**src/rtl/mean_square_acc_if.sv**
```systemverilog
// Sample-in / mean-square-out handshake bundle for mean_square_acc.
// A transfer happens on a rising edge where valid and ready are both high.
interface mean_square_acc_if #(
  parameter int DW = 4
);
  logic [DW-1:0]   in_data;
  logic            in_valid;
  logic            in_ready;
  logic [2*DW-1:0] out_data;
  logic            out_valid;
  logic            out_ready;

  modport slave (
    input  in_data, in_valid, out_ready,
    output in_ready, out_data, out_valid
  );

  modport master (
    output in_data, in_valid, out_ready,
    input  in_ready, out_data, out_valid
  );
endinterface

```
**src/rtl/mean_square_acc.sv**
```systemverilog
// Squares each unsigned sample with a DW-cycle shift-add multiplier and
// emits the truncated mean square of every block of 2**LOG2N samples.
module mean_square_acc #(
  parameter int DW    = 4,
  parameter int LOG2N = 2
) (
  input  logic                 clk,
  input  logic                 rst_n,
  input  logic                 clear,
  mean_square_acc_if.slave     bus,
  output logic                 busy,
  output logic [1:0]           state_dbg
);
  // Handshake: a sample is taken on an edge with in_valid && in_ready; a result
  // is consumed on an edge with out_valid && out_ready. clear overrides both.
  localparam int BW = (DW > 1) ? $clog2(DW) : 1;
  localparam int AW = 2*DW + LOG2N;

  typedef enum logic [1:0] {
    IDLE = 2'd0,
    MUL  = 2'd1,
    HOLD = 2'd2
  } state_t;

  state_t            state;
  logic [DW-1:0]     mcand;
  logic [DW-1:0]     mplier;
  logic [BW-1:0]     bitcnt;
  logic [2*DW-1:0]   partial;
  logic [AW-1:0]     acc;
  logic [LOG2N-1:0]  count;
  logic [2*DW-1:0]   out_data_q;
  logic              out_valid_q;

  logic [2*DW-1:0]   mcand_ext;
  logic [2*DW-1:0]   add_term;
  logic [2*DW-1:0]   partial_next;
  logic [AW-1:0]     acc_sum;
  logic              last_bit;

  always_comb begin
    mcand_ext    = {{DW{1'b0}}, mcand};
    add_term     = mplier[bitcnt] ? (mcand_ext << bitcnt) : '0;
    partial_next = partial + add_term;
    acc_sum      = acc + {{LOG2N{1'b0}}, partial_next};
    last_bit     = (bitcnt == BW'(DW - 1));
  end

  always_ff @(posedge clk) begin
    if (!rst_n) begin
      state       <= IDLE;
      mcand       <= '0;
      mplier      <= '0;
      bitcnt      <= '0;
      partial     <= '0;
      acc         <= '0;
      count       <= '0;
      out_data_q  <= '0;
      out_valid_q <= 1'b0;
    end else if (clear) begin
      // out_data_q is left alone: a discarded result stays visible but invalid.
      state       <= IDLE;
      bitcnt      <= '0;
      partial     <= '0;
      acc         <= '0;
      count       <= '0;
      out_valid_q <= 1'b0;
    end else begin
      case (state)
        IDLE: begin
          if (bus.in_valid) begin
            mcand   <= bus.in_data;
            mplier  <= bus.in_data;
            partial <= '0;
            bitcnt  <= '0;
            state   <= MUL;
          end
        end
        MUL: begin
          partial <= partial_next;
          bitcnt  <= bitcnt + BW'(1);
          if (last_bit) begin
            bitcnt <= '0;
            if (&count) begin
              // Dropping the low LOG2N bits is the divide by N.
              out_data_q  <= acc_sum[AW-1:LOG2N];
              out_valid_q <= 1'b1;
              acc         <= '0;
              count       <= '0;
              state       <= HOLD;
            end else begin
              acc   <= acc_sum;
              count <= count + LOG2N'(1);
              state <= IDLE;
            end
          end
        end
        HOLD: begin
          if (bus.out_ready) begin
            out_valid_q <= 1'b0;
            state       <= IDLE;
          end
        end
        default: state <= IDLE;
      endcase
    end
  end

  assign bus.in_ready  = (state == IDLE);
  assign bus.out_data  = out_data_q;
  assign bus.out_valid = out_valid_q;
  assign busy          = (state == MUL);
  assign state_dbg     = state;
endmodule

```
**src/flat_wrapper.sv**
```systemverilog
// flat-port wrapper written by rule: the top's interface ports become plain ports
module mean_square_acc_flat 
#(
  parameter int DW    = 4,
  parameter int LOG2N = 2
)
  (clk, rst_n, clear, busy, state_dbg, bus_in_data, bus_in_valid, bus_out_ready, bus_in_ready, bus_out_data, bus_out_valid);
  mean_square_acc_if #(.DW(DW)) bus_i ();
  input  logic clk;
  input  logic rst_n;
  input  logic clear;
  output logic busy;
  output logic [1:0] state_dbg;
  input wire logic [$bits(bus_i.in_data)-1:0] bus_in_data;
  input wire logic [$bits(bus_i.in_valid)-1:0] bus_in_valid;
  input wire logic [$bits(bus_i.out_ready)-1:0] bus_out_ready;
  output wire logic [$bits(bus_i.in_ready)-1:0] bus_in_ready;
  output wire logic [$bits(bus_i.out_data)-1:0] bus_out_data;
  output wire logic [$bits(bus_i.out_valid)-1:0] bus_out_valid;
  assign bus_i.in_data = bus_in_data;
  assign bus_i.in_valid = bus_in_valid;
  assign bus_i.out_ready = bus_out_ready;
  assign bus_in_ready = bus_i.in_ready;
  assign bus_out_data = bus_i.out_data;
  assign bus_out_valid = bus_i.out_valid;
  mean_square_acc #(.DW(DW), .LOG2N(LOG2N)) u_core (.clk(clk), .rst_n(rst_n), .clear(clear), .bus(bus_i), .busy(busy), .state_dbg(state_dbg));
endmodule
```
**config.mk**
```make
export PLATFORM = sky130hd
export DESIGN_NAME = mean_square_acc_flat
export DESIGN_NICKNAME = d
export VERILOG_FILES = /design/src/rtl/mean_square_acc_if.sv /design/src/rtl/mean_square_acc.sv /design/src/flat_wrapper.sv
export SDC_FILE = /design/constraint.sdc
export NUM_CORES = 1
export LEC_CHECK = 0
export CORE_ASPECT_RATIO = 1.5
export CORE_MARGIN = 2
export CORE_UTILIZATION = 51
export CTS_CLUSTER_SIZE = 28
export DETAILED_ROUTE_END_ITERATION = 6
export MAX_ROUTING_LAYER = met4
export PLACE_DENSITY = 0.76
export SYNTH_ARGS = -nofsm -noshare
export SYNTH_HDL_FRONTEND = slang
export SYNTH_SLANG_ARGS = --single-unit
```
**constraint.sdc**
```tcl
create_clock -name clk -period 3.2 [get_ports clk]
set_clock_uncertainty 0.15 [all_clocks]
set_input_delay 0.48 -clock clk [delete_from_list [all_inputs] [get_ports clk]]
set_output_delay 0.48 -clock clk [all_outputs]
set_load 0.03 [all_outputs]
```
==> qor.yml <==
drt:
  drt-met1-wl_um: 2170
  vias_per_cell: 6.02
  drtAntennaViolNets: 0
  via_count: 2041
  met3_length_um: 159
  drtIter0Drc: 79
  first_pass_iters: 4
  drc: 0
  wire_per_inst_um: 16.6
  top_layer_used: "met4"
  wl_um: 5610
  dr_wl_met2_um: 3130
synth:
  yosys_most_used_dff: "dfxtp_1"
  synth-seq-area-share: 0.340
  synth-seq-cells: 37
  syn_inst: 256
  yosys-top-cells-count: "dfxtp_1 (37), a21oi_1 (26), nor2_1 (25), nand2_1 (18), ha_1 (17)"
  ys_warn_count: 0
  netlist_area_um2: 2180
  async_reset_ff_frac: 0
  post_synth_num_cell_types: 41
  yosysMostFrequentCell: "dfxtp_1"
  synth.top_cell.area_share: 0.340
  synth_area_leaders: "dfxtp_1 (34%), ha_1 (9.8%), a21oi_1 (6.0%)"
  synth_edf_count: 0
  yosys.area.top_type: "dfxtp_1"
  syn_nets: 284
  syn_avg_cell_area_um2: 8.50
pwr:
  peakVddDrop_v: 0.000283
  p_per_area_nw_per_um2: 303
  power.leakage_uw: 0.00116
sta:
  finalCriticalPeriod_ns: 3.24
  clock.fmax_mhz: 309
  hold_violations: 0
  worst_slack_ns: -0.0404
  relSlewSlack: 0.464
  setup_viol: 1
  rsz0062_at_grt: "yes"
  finalHoldWorstSlack_ns: 0.309
  slew_violations: 0
  tightest_slew_ns: 0.802
  post-route-period-util: 1.01
outcome:
  outcome: "complete, but fails checks"
  failed_checks: "negative setup slack"
cts:
  cts_buffers: 5
  cts_htree_levels: 2
  clkLatencyLatePin_ns: 0.29
  cts_buffer_depth: 2
  path_clk_slew_ns: 0.08
  tritoncts: "yes"
  cts_hold_buf: 0
  cts_sinks: 37
  root_buffer: "clkbuf_8"
global_route:
  grt_pass1_vias: 1920
  grt_max_degree: 23
  antenna_found_initial: 0
  grt_pass1_wl_um: 8490
  grt_usage: 0.231
  grt_overflow: 0
setup_path:
  worstPathRequired_ns: 3.26
  crit_type: "flop to flop"
  endpoint_kind: "flop"
  worstPathMaxFanout: 4
  arrival_ns: 3.30
  cp-start-kind: "flop"
die:
  pin_count: 22
  die-width_um: 57.3
  coreArea_um2: 4170
  start_util: 0.521
  fp.dieArea_um2: 4820
  row_count: 29
  die_h_um: 84.0
worst_hold_path:
  hold_path.class: "flop to flop"
placement:
  io_buffer_count: 21
  pre_cts_ws_ns: -0.154
  globalplace.congestion: 0.889
  dp_hpwl_um: 3780
  placed_cells: 321
cells_and_area:
  instances_no_fill: 339
  final_core_util: 0.679
  drive_gt1_frac: 0.218
  syn_to_final_growth_pct: 30.1
  diodes: 0
  nNetsFinal: 321
  fill_cells: 323
job:
  maxCapViolations: 0
repair_timing:
action | 4_1_cts | 5_1_grt
endpoints found under the setup margin | 10 | 10
pin swaps | 2 | 32
gates resized for setup | 7 | 44
buffers inserted | 2 | 9
state kept, by name (all words and copies together) (netlist names):
register              cells
u_core.bus.out_data       8
u_core.partial            8
u_core.state_dbg          2
u_core.acc               10
u_core.count              2
u_core.mcand              4
u_core.bus.out_valid      1
u_core.bitcnt             2
layer usage:
| metal | GRT usage | vias to the layer above |
|---|---|---|
| li1 | - | 998 |
| met1 | 0.235 | 977 |
| met2 | 0.408 | 50 |
| met3 | 0.0388 | 16 |
| met4 | 0.125 | 0 |
| met5 | - | - |
critical path, stage by stage (launching register included):
cell and delay (ns):
dfxtp_4 0.35, nor3b_4 0.15, ha_2 0.20, fa_2 0.39, a21oi_4 0.19, o21bai_1 0.11, xor2_1 0.19, ha_2 0.39
buf_4 0.13, nand2_1 0.06, a211oi_2 0.20, nor3_1 0.10, or3b_1 0.37, a21oi_1 0.18
final timing paths:
path                          start  slack (ns)                      to  cells past startpoint
max reg2reg         u_core.mcand[0]       -0.04  u_core.bus.out_data[4]                     13
min reg2reg  u_core.bus.out_data[1]        0.31  u_core.bus.out_data[1]                      2
max                 u_core.mcand[0]       -0.04  u_core.bus.out_data[4]                     13
min          u_core.bus.out_data[1]        0.31  u_core.bus.out_data[1]                      2
kinds of logic after synthesis:
kind of cell,after synthesis,share of synthesized area
simple gates,88,0.212
fa+ha+maj,19,0.116
xor+xnor,11,0.0443
flops,37,0.340
compound gates,72,0.213
mux,6,0.0276
buf+inv,23,0.0471
per-stage QoR:
stage / cell area, µm² / power (µW) / setup TNS (ns)
6_report: 2830 / 857 / -0.0404
5_1_grt: 2830 / 885 / -1.00
4_1_cts: 2590 / 861 / 0
3_5_place_dp: 2460 / 533 / -0.507
3_3_place_gp: 2460 / 532 / -0.270
2_1_floorplan: 2180 / 507 / 0
cells in the final DEF (no fill, tap or decap), types with 9 or more instances in the layout:
cell              n
dfxtp_1          34
nor2_1           24
clkdlybuf4s50_1  21
buf_4            20
nand2_1          18
a21oi_1          17
inv_1            11
ha_1             11
nand3_1           9
area by class of cell:
cell class / instances / area, µm² / share of cell area
timing repair buffer: 42 / 372 / 0.131
sequential: 37 / 752 / 0.266
multi-input combinational: 196 / 1520 / 0.538
inverter: 11 / 41.3 / 0.0146
clock buffer: 7 / 86.3 / 0.0305
tap: 46 / 57.6 / 0.0203
power breakdown:
part | switching [µW] | total [µW] | internal [µW]
Sequential | 5.31 | 467 | 462
Combinational | 30.4 | 56.2 | 25.8
Clock | 163 | 334 | 171
(Power assumes the default switching activity.)
==> edit 1, RTL diff (config.mk and constraints unchanged) <==
`LOG2N` is set to 2 in 2 places; all go to 1. Comments in the files are not updated.
--- a/src/rtl/mean_square_acc.sv
+++ b/src/rtl/mean_square_acc.sv
@@ -3,5 +3,5 @@
 module mean_square_acc #(
   parameter int DW    = 4,
-  parameter int LOG2N = 2
+  parameter int LOG2N = 1
 ) (
   input  logic                 clk,
--- a/src/flat_wrapper.sv
+++ b/src/flat_wrapper.sv
@@ -3,5 +3,5 @@
 #(
   parameter int DW    = 4,
-  parameter int LOG2N = 2
+  parameter int LOG2N = 1
 )
   (clk, rst_n, clear, busy, state_dbg, bus_in_data, bus_in_valid, bus_out_ready, bus_in_ready, bus_out_data, bus_out_valid);
Behaviour: same outputs for any inputs over 10 cycles, from zero or initial values and one cycle with rst_n low; that may be too few to reach the edited logic, so the function may still have changed.
==> edit 1 against the original RTL <==
- fmax rose by 2.1%
- design area is 6.2% lower
- critical path type unchanged
- synthesized area decreased by 5.5%
- synthesized cell count shrank 5.5%
- power is 0.19% lower
- sequential cell count fell by 2
- routed wire length decreased by 12%
- first-iteration DRC count decreased by 11%
- critical endpoint is now u_core.acc[8]
- worst setup slack gained 0.068 ns
==> edit 1: results (changes against the original RTL) <==
[status]
status=completed

[yosys]
ys_types=46  ; +12%
netlist_top_cells_count=35 x dfxtp_1, 35 x nor2_1, 17 x ha_1, 17 x nand2_1, 13 x a21oi_1
ys_seq_area_share_pct=34.1  ; about the same
synth_area_leaders=dfxtp_1 34%, ha_1 10%, nor2_1 6.4%
netlist_instances=242  ; -5.5%
syn-num-nets=270  ; -4.9%

[drt]
routed_wl_mm=4.92  ; -12%
via_count=1913  ; -6.3%

[finish]
clkbuf_count=8  ; +1
final_net_count=312  ; -2.8%
multi_input_area_um2=1360  ; -11%
multi_input_area_share_pct=51.0  ; -2.8 points
fill_cells=324  ; +0.31%
final-nonclk-buf-share_pct=15.0  ; +1.9 points
multiInputCombCellCount=186  ; -5.1%
n_all_inverters=10  ; -1
clkCellAreaFrac_pct=3.77  ; +0.72 points
nFlopsAndLatches=35  ; -5.4%
signal_buffers=46  ; +9.5%

[worst_setup_path]
critPathSlowestCell=dfxtp_4
r2r-start=u_core.bitcnt[1]
critPathArrivalTime_ns=3.25  ; -0.05 ns
cpPeakStageDelay_ns=0.37  ; -0.02 ns

[global_route]
grt_pass1_wl_mm=7.94  ; -6.5%
gr-usage-all-layers_pct=23.0  ; -0.090 points
met3_usage_pct=4.72  ; +0.85 points
gr-usage-met1_pct=23.7  ; +0.18 points
grt_start_max_net_pins=17  ; -26%

[power_and_ir_drop]
ir_drop_mv=0.281  ; -0.40%
p_leak_nw=1.08  ; -6.8%
p_total_uw=856  ; -0.19%
power_frac_clock_pct=41.6  ; +2.6 points
p_sw_uw=196  ; -1.7%
p_seq_uw=442  ; -5.4%

[place]
dp_hpwl_mm=3.48  ; -7.9%
gp_congestion=0.842  ; -5.3%
dpl_worst_slack_ns=-0.122  ; +0.0325 ns
dpl_cell_area_um2=2410  ; -2.2%
dp_cells=314  ; -2.2%

[floorplan]
die_area_um2=4570  ; -5.1%

[timing]
worst_slew_pin_slew_ns=0.687  ; -0.115 ns

[worst_hold_path]
min_from=u_core.acc[7]

==> edit 1: changes by cell type after synthesis, moves of 3 or more <==
cell and change:
nor2_1 +10, a31o_2 +3, a21oi_1 -13, mux2i_1 +3, clkbuf_1 -4, nand3_1 -3, nor3_1 -3
==> edit 1: logic make-up after synthesis <==
family                     Yosys count  synth area share (%)
buffers and inverters               21                  4.20
AOI/OAI and AO/OA                   57                  18.8
adders and majority gates           19                  12.3
muxes                                9                  4.38
xor gates and xnor gates            12                  5.11
and+or+nand+nor                     89                  21.2
DFF                                 35                  34.1
==> edit 1: worst paths after layout <==
| kind | slack [ns] | endpoint |
|---|---|---|
| hold / removal | 0.32 | u_core.acc[7] |
| setup reg to reg | 0.03 | u_core.acc[8] |
| setup / recovery | 0.03 | u_core.acc[8] |
| hold reg to reg | 0.32 | u_core.acc[7] |
==> edit 1: repair_timing <==
item / 4_1_cts / 5_1_grt
resized for setup: 10 / 13
buffers inserted: 4 / 4
pin swaps: 5 / 11
endpoints found under the setup margin: 3 / 7
==> edit 2, RTL diff (config.mk and constraints unchanged) <==
Without the edit above. Make the reset (`rst_n`) asynchronous in one clocked block.
--- a/src/rtl/mean_square_acc.sv
+++ b/src/rtl/mean_square_acc.sv
@@ -47,5 +47,5 @@
   end
 
-  always_ff @(posedge clk) begin
+  always_ff @(posedge clk or negedge rst_n) begin
     if (!rst_n) begin
       state       <= IDLE;
Formal check against the unedited RTL: differs if rst_n is asserted again (counterexample within 4 cycles, from zero or initial values and one cycle with rst_n low); with rst_n held inactive, the same outputs for 10 cycles.
==> edit 2 against the original RTL <==
- the run still ends with setup timing left
- sequential cell count unchanged
- critical path depth up 1
- final cell count down 12%
- non-clock buffer count fell by 1
- design area grew 0.40%
- routed wire length decreased by 13%
- synthesized area rose by 1.6%
- hold slack got worse by 0.18 ns
- worst setup slack lost 0.085 ns
- die area is 1.5% higher
- critical path type unchanged
- critical endpoint is now u_core.bus.out_data[5]
Power is not compared: it rests on default switching activity, and its combinational part moved more than twofold at a synthesized area within 25%.
==> edit 2: results (changes against the original RTL) <==
[finish]
drive_above_1_share_pct=28.0  ; +6.1 points
final_net_count=282  ; -12%

[worst_setup_path]
critPathArrivalTime_ns=3.36  ; +0.06 ns
cp_max_fo=6  ; +2
crit_family=compound AO/OA/AOI/OAI gates

[status]
status=finished with violations
violations=setup timing

[yosys]
synth_area_leaders=dfrtp_1 42%, ha_1 9.6%, a22o_1 5.5%
ys_types=43  ; +4.9%
ys_seq_area_share_pct=41.9  ; +7.9 points
synthFlopType=dfrtp_1
syn-num-nets=239  ; -16%
synth_async_sr_flop_share_pct=100  ; +100 points

[place]
dpl_worst_slack_ns=-0.0965  ; +0.0578 ns
dpl_cell_area_um2=2540  ; +3.1%
dp_hpwl_mm=3.29  ; -13%

[global_route]
gr-usage-all-layers_pct=21.4  ; -1.7 points
grt_pass1_wl_mm=7.85  ; -7.5%
grt_start_max_net_pins=38  ; +65%

[timing]
setup_viol=5  ; +4
setup_ws_ns=-0.125  ; -0.0846 ns
fin_tns_setup_ns=-0.305  ; -0.265 ns

[power_and_ir_drop]
ir_drop_mv=0.357

[worst_hold_path]
hold_class=primary input to asynchronous set/reset pin

[drt]
firstDrtPassIters=4  ; unchanged
routed_wl_mm=4.86  ; -13%
drt_iter0_markers=24  ; -70%
via_count=1767  ; -13%

[edit 2: changes by cell type in the layout (fill, tap and decap cells not counted), moves of 5 or more]
| cell | unedited run | this run |
|---|---|---|
| nor2_1 | 24 | 12 |
| o21ai_0 | 4 | 10 |
| xnor2_1 | 3 | 8 |
| mux2_2 | 0 | 10 |
| nor3_1 | 7 | 0 |
| mux2i_1 | 6 | 1 |
| a22o_1 | 0 | 14 |
| dfrtp_1 | 0 | 35 |
| dfxtp_1 | 34 | 0 |
| a22oi_1 | 7 | 0 |
| inv_1 | 11 | 6 |
| a32o_1 | 5 | 0 |
[edit 2: worst paths after layout]
kind | slack [ns] | start | to | depth (start not counted)
max | -0.12 | u_core.mcand[0] | u_core.bus.out_data[5] | 14
min | 0.13 | rst_n | u_core.acc[9] | 1
max reg2reg | -0.12 | u_core.mcand[0] | u_core.bus.out_data[5] | 14
min reg2reg | 0.35 | u_core.bus.out_data[7] | u_core.bus.out_data[7] | 2
max in group asynchronous | 2.18 | rst_n | u_core.bitcnt[0] | 1
min in group clk | 0.35 | u_core.bus.out_data[7] | u_core.bus.out_data[7] | 2
[edit 2: timing repair]
item | in CTS | in global routing
setup buffers | 1 | 7
hold endpoints to repair | 0 | 0
gates cloned | 0 | 0
hold buffers | 0 | 0
pin swaps | 5 | 22
setup endpoints to repair | 7 | 10
gates resized for setup | 9 | 29
[edit 2: final cells by class]
| type | count | area, um^2 |
|---|---|---|
| fillers | 333 | 1370 |
| multi-input cells | 162 | 1390 |
| well taps | 46 | 57.6 |
| inverters | 7 | 26.3 |
| clock buffers | 7 | 86.3 |
| repair buffers | 41 | 355 |
| flip-flops and latches | 37 | 928 |
[edit 2: through the flow]
step,instances,hold slack (ns)
after floorplan,211,0.0344
after global placement,285,0.311
after detailed placement,285,0.327
after CTS,293,0.164
after global routing,300,0.205
final,300,0.133
[edit 2: cells by family after synthesis]
kind of cell    share of synthesized area (%)
compound gates                           20.3
simple gates                             13.1
flops                                    41.9
fa+ha+maj                                11.4
xor+xnor                                 5.55
buf+inv                                  2.21
mux                                      5.55
[edit 2: power groups by stage]
stage          registers, mW  clock network [mW]  logic [mW]
3_5_place_dp           0.515                   0       0.260
6_report               0.508               0.330       0.288
5_1_grt                0.512               0.355       0.319
3_3_place_gp           0.514                   0       0.255
2_1_floorplan          0.516                   0       0.156
4_1_cts                0.507               0.335       0.266
[edit 2: layer usage]
metal / up-vias / wire length [um] / GRT usage [%]
met4: 0 / 103 / 6.55
met1: 866 / 2000 / 25.3
met2: 34 / 2620 / 36.4
met5: - / 0 / -
met3: 12 / 135 / 3.85
li1: 855 / - / -
